[src/rtl/bp_fe_realigner_wide.sv]
// Fetch realigner: buffers wide fetch blocks as 16-bit parcels and extracts one
// RV64GC instruction (compressed or full, possibly block-straddling) per cycle.
module bp_fe_realigner_wide #(
    parameter int vaddr_width_p = 39,
    parameter int fetch_width_p = 64,
    parameter int buf_cells_p   = 8
) (
    input  logic                     clk_i,
    input  logic                     reset_i,
    input  logic                     fetch_v_i,
    output logic                     fetch_ready_o,
    input  logic [vaddr_width_p-1:0] fetch_pc_i,
    input  logic [fetch_width_p-1:0] fetch_data_i,
    input  logic                     redirect_v_i,
    input  logic                     redirect_resume_i,
    input  logic [15:0]              redirect_partial_i,
    input  logic [vaddr_width_p-1:0] redirect_vaddr_i,
    output logic                     instr_v_o,
    output logic [31:0]              instr_o,
    output logic [vaddr_width_p-1:0] instr_pc_o,
    output logic                     instr_compressed_o,
    output logic                     instr_partial_o,
    input  logic                     instr_yumi_i
);

    localparam int fetch_cells_lp = fetch_width_p / 16;
    localparam int byte_off_lp    = $clog2(fetch_width_p / 8);
    localparam int ptr_width_lp   = $clog2(buf_cells_p);
    localparam int cnt_width_lp   = ptr_width_lp + 1;

    typedef logic [ptr_width_lp-1:0]  ptr_t;
    typedef logic [cnt_width_lp-1:0]  cnt_t;
    typedef logic [vaddr_width_p-1:0] vaddr_t;

    logic [15:0]            parcel_r [buf_cells_p];
    logic [buf_cells_p-1:0] start_r;
    ptr_t                   rd_r;
    ptr_t                   wr_r;
    cnt_t                   count_r;
    vaddr_t                 head_pc_r;

    ptr_t                   rd_p1_s;
    logic [15:0]            p0_s;
    logic [15:0]            p1_s;
    logic                   is_c_s;
    logic [byte_off_lp-2:0] off_s;
    logic                   enq_s;
    logic                   deq_s;
    cnt_t                   enq_amt_s;
    cnt_t                   deq_amt_s;
    cnt_t                   count_next_s;
    logic                   drain_empty_s;

    assign rd_p1_s = rd_r + ptr_t'(1);
    assign p0_s    = parcel_r[rd_r];
    assign p1_s    = parcel_r[rd_p1_s];
    assign is_c_s  = (p0_s[1:0] != 2'b11);
    assign off_s   = fetch_pc_i[byte_off_lp-1:1];

    // Free space is judged on registered count only, so no yumi/fetch_v path reaches ready.
    assign fetch_ready_o = ~reset_i & ~redirect_v_i
                         & ((cnt_t'(buf_cells_p) - count_r) >= cnt_t'(fetch_cells_lp));

    // Head extraction and output formatting.
    always_comb begin
        instr_v_o = 1'b0;
        if (redirect_v_i) begin
            instr_v_o = 1'b0;
        end else if (is_c_s) begin
            instr_v_o = (count_r != cnt_t'(0));
        end else begin
            instr_v_o = (count_r >= cnt_t'(2));
        end
        instr_o            = is_c_s ? {16'h0000, p0_s} : {p1_s, p0_s};
        instr_pc_o         = head_pc_r;
        instr_compressed_o = is_c_s & (count_r != cnt_t'(0));
        instr_partial_o    = ~is_c_s & start_r[rd_p1_s];
    end

    // Enqueue/dequeue amounts and next occupancy.
    always_comb begin
        enq_s     = fetch_v_i & fetch_ready_o;
        deq_s     = instr_yumi_i & instr_v_o;
        enq_amt_s = cnt_t'(fetch_cells_lp) - cnt_t'(off_s);
        deq_amt_s = is_c_s ? cnt_t'(1) : cnt_t'(2);
        count_next_s = count_r;
        if (enq_s) begin
            count_next_s = count_next_s + enq_amt_s;
        end else begin
            count_next_s = count_next_s;
        end
        if (deq_s) begin
            count_next_s = count_next_s - deq_amt_s;
        end else begin
            count_next_s = count_next_s;
        end
        drain_empty_s = (count_r == (deq_s ? deq_amt_s : cnt_t'(0)));
    end

    // Parcel buffer, pointers, count and head PC.
    always_ff @(posedge clk_i) begin
        if (reset_i) begin
            for (int i = 0; i < buf_cells_p; i++) begin
                parcel_r[i] <= 16'h0000;
            end
            start_r   <= '0;
            rd_r      <= '0;
            wr_r      <= '0;
            count_r   <= '0;
            head_pc_r <= '0;
        end else if (redirect_v_i) begin
            rd_r <= '0;
            if (redirect_resume_i) begin
                // The saved lower half becomes parcel 0; the next block completes it.
                parcel_r[0] <= redirect_partial_i;
                start_r[0]  <= 1'b1;
                wr_r        <= ptr_t'(1);
                count_r     <= cnt_t'(1);
                head_pc_r   <= redirect_vaddr_i - vaddr_t'(2);
            end else begin
                wr_r    <= '0;
                count_r <= '0;
            end
        end else begin
            if (enq_s) begin
                for (int k = 0; k < fetch_cells_lp; k++) begin
                    if (k >= int'(off_s)) begin
                        parcel_r[wr_r + ptr_t'(k) - ptr_t'(off_s)] <= fetch_data_i[16*k +: 16];
                        start_r[wr_r + ptr_t'(k) - ptr_t'(off_s)]  <= (k == int'(off_s));
                    end
                end
                wr_r <= wr_r + ptr_t'(enq_amt_s);
            end
            if (deq_s) begin
                rd_r <= rd_r + ptr_t'(deq_amt_s);
            end
            if (enq_s && drain_empty_s) begin
                head_pc_r <= fetch_pc_i;
            end else if (deq_s) begin
                head_pc_r <= head_pc_r + (vaddr_t'(deq_amt_s) << 1);
            end
            count_r <= count_next_s;
        end
    end

endmodule
[config.mk]
export PLATFORM = sky130hd
export DESIGN_NAME = bp_fe_realigner_wide
export DESIGN_NICKNAME = d
export VERILOG_FILES = /design/src/rtl/bp_fe_realigner_wide.sv
export SDC_FILE = /design/constraint.sdc
export NUM_CORES = 1
export LEC_CHECK = 0
export ABC_AREA = 1
export CORE_AREA = 8 8 237 239
export CTS_BUF_LIST = sky130_fd_sc_hd__clkbuf_2 sky130_fd_sc_hd__clkbuf_4 sky130_fd_sc_hd__clkbuf_8
export DETAILED_ROUTE_END_ITERATION = 7
export DIE_AREA = 0 0 245 247
export PLACE_DENSITY = 0.46
export SYNTH_ARGS = -nofsm -noshare
export SYNTH_HDL_FRONTEND = slang
export SYNTH_SLANG_ARGS = --single-unit
[constraint.sdc]
create_clock -name clk_i -period 4.7 [get_ports clk_i]
set_input_delay 1.41 -clock clk_i [delete_from_list [all_inputs] [get_ports clk_i]]
set_output_delay 1.41 -clock clk_i [all_outputs]
set_load 0.05 [all_outputs]
==> metrics.yaml <==
setup_path:
  worst_setup_path_end_kind: "output pin"
  cp_data_required_time_ns: 3.29
  worstSetupPathType: "reg2out"
  worstPathArrival_ns: 2.99
  worstSetupStartpointType: "register"
  path_max_fanout: 42
synth:
  synthDominantCellAreaShare_pct: 24.68
  ys_ff_latch: 188
  async_flop_share_pct: 0
  synthFlopType: "sky130_fd_sc_hd__edfxtp_1"
  yosys_warnings: 0
  postSynthCellCount: 2286
  ys_types: 53
  yosys-top-cells-area: "sky130_fd_sc_hd__edfxtp_1, sky130_fd_sc_hd__nand2_1, sky130_fd_sc_hd__dfxtp_1"
  synth_edf_count: 128
  postSynthAreaPerCell_um2: 6.812
  post_synth_net_total: 2478
  synth-seq-area-share_pct: 32.40
  cell_area_after_technology_mapping_um2: 15570
  yosys.area.top_type: "sky130_fd_sc_hd__edfxtp_1"
layout:
  post_layout_nonfiller_instances: 3207
  syn_to_final_growth_pct: 23.90
  layout_commonest_cell: "sky130_fd_sc_hd__nand2_1"
  fillers: 5625
  most-common-layout-cells: "sky130_fd_sc_hd__nand2_1, sky130_fd_sc_hd__inv_1, sky130_fd_sc_hd__nor2_1"
  final_layout_size_suffix_gt1_share_pct: 7.371
  layout.nets: 2690
global_route:
  grt_pass1_vias: 17000
  wire_length_of_the_first_global_routing_pass_um: 116200
  grt_start_max_net_pins: 115
  antenna_found_initial: 18
  grtUsageTotal_pct: 25.83
  grt-ovfl-total: 0
power_and_ir_drop:
  design_power_total_uw: 4641
  leakage_uw: 0.007471
  power.ir.vdd_worst_uv: 153.8
  power.density_cell_area_nw_per_um2: 240.6
timing:
  final_max_slew_viol_count: 0
  layout_min_cycle_time_ns: 4.402
  setup_repair_after_global_routing_missed_its_margin: "false"
  max_slew_margin_pct: 48.68
  worst-slew-pin-transition_ns: 0.7628
  fin_worst_skew_ns: 0.01532
  min_period_over_period_pct: 93.66
  final_hold_viol_count: 0
  finalSetupTns_ns: 0
  finalWorstSetupSlack_ns: 0.2978
  fin_worst_hold_slack_ns: 0.5344
  finalSetupViolations: 0
  max_freq_ghz: 0.2272
route:
  drc_errors: 0
  drc_marker_count_from_the_first_detailed_route_iteration: 1846
  via_per_inst: 5.541
  wl_um: 80540
  total_number_of_vias: 17770
  detail_route.wl_per_cell_um: 25.11
  antenna_violating_nets_post_route: 0
  drt_first_pass_iters: 5
place:
  globalplace.congestion: 0.9274
  place_worst_setup_slack_ns: 0.2225
  placedCellCount: 3167
  detailed_place_hpwl_um: 62630
  numPortBuffers: 238
clock_tree:
  h-tree-depth: 4
  cts.reportedPaths.clkPinSlew_ns: 0.10
  clock-sinks: 188
  tritoncts: "built"
  ctsRootBufferMaster: "sky130_fd_sc_hd__clkbuf_8"
  cts_buffer_count: 17
  postCtsSetupRepairBufs: 0
  cts.path.max_buffers: 2
  clock_insertion_delay_worst_skew_ns: 0.57
floorplan:
  io_pins: 239
  dieHeight_um: 247
  placementRows: 84
  placeableCoreArea_um2: 52240
  horizontal_extent_of_the_die_um: 245
  die-area_um2: 60520
  floorplan.initialDensity_pct: 29.81
status:
  outcome: "completed"
hold_path:
  timing.hold.worst.class: "reg2reg"
run:
  max_cap_viol_count: 0
[Yosys cell counts (all sizes together), types with 3 or more instances]
master   count
o211ai      33
a22oi       17
a31oi       15
dfxtp       60
clkbuf      77
xor2        37
nand4       71
or2          7
ha          22
o221ai      12
a211oi       6
clkinv       6
nor3        37
o2111ai     23
nor2       263
o311ai       3
mux2i       14
inv        311
buf         52
o21a        16
xnor2       16
nor4        10
edfxtp     128
nand2      353
nand3b       4
fa           6
a32oi        6
o22ai       94
a21oi      213
nand3      117
o21ai      250
[worst max-delay path: stages (launching register included)]
cell and delay [ns]:
sky130_fd_sc_hd__dfxtp_1 0.48, sky130_fd_sc_hd__buf_4 0.47, sky130_fd_sc_hd__o21ai_0 0.16, sky130_fd_sc_hd__o21ai_0 0.19, sky130_fd_sc_hd__a21oi_1 0.10, sky130_fd_sc_hd__a31oi_1 0.17, sky130_fd_sc_hd__clkdlybuf4s50_1 0.83
[timing repair]
item | in CTS | in global routing
endpoints found under the setup margin | 0 | 1
resized for setup | 0 | 1
hold buffers | 0 | 0
[path summary, 6_finish.rpt]
check / from / end / slack, ns / cells past startpoint
worst max-delay path: register / instr_o[11] / 0.30 / 6
worst min-delay path: wr_r[0] / wr_r[0] / 0.53 / 2
worst max register to register: register / instr_pc_o[37] / 0.65 / 24
worst min register to register: wr_r[0] / wr_r[0] / 0.53 / 2
[per-layer routing]
metal / up-vias / wire length [um] / track usage (%)
met1: 8468 / 33540 / 32.31
met3: 121 / 7401 / 8.125
met2: 822 / 37110 / 41.86
met5: - / 125 / 0
li1: 8342 / - / -
met4: 18 / 2357 / 8.535
[layout make-up]
class                   count  area [um^2]  share of cell area [%]
flip-flops and latches    188         5052                   26.19
repair buffers            322         3033                   15.72
well taps                 688        860.8                   4.461
diodes                      9        22.52                  0.1167
clock buffers              18        241.5                   1.252
clock inverters            13        137.6                  0.7133
inverters                 317         1195                   6.193
multi-input cells        1652         8752                   45.36
[sequential cells by signal, summed over array words and instances, names as in the netlist, named ones only]
| name | count |
|---|---|
| parcel_r | 128 |
| instr_pc_o | 39 |
| start_r | 8 |
| count_r | 4 |
| rd_r | 3 |
| wr_r | 3 |
[through the flow]
stage	instance area [um^2]	util, %
after CTS	19270	36.89
final	19290	36.94
after global placement	18890	36.16
after detailed placement	18890	36.16
after global routing	19280	36.91
after floorplan	15570	-
[power by group]
part	switching, uW	internal (uW)
sequential	147	1900
combinational	943	491
clock	689	476
total	1780	2860
[logic make-up after synthesis]
family	synth area share [%]
compound gates	25.40
xor+xnor	3.029
fa+ha+maj	2.539
buf+inv	11.47
flops	32.40
mux	0.8999
simple gates	24.27
No activity file was read; power rests on OpenSTA's default activity.
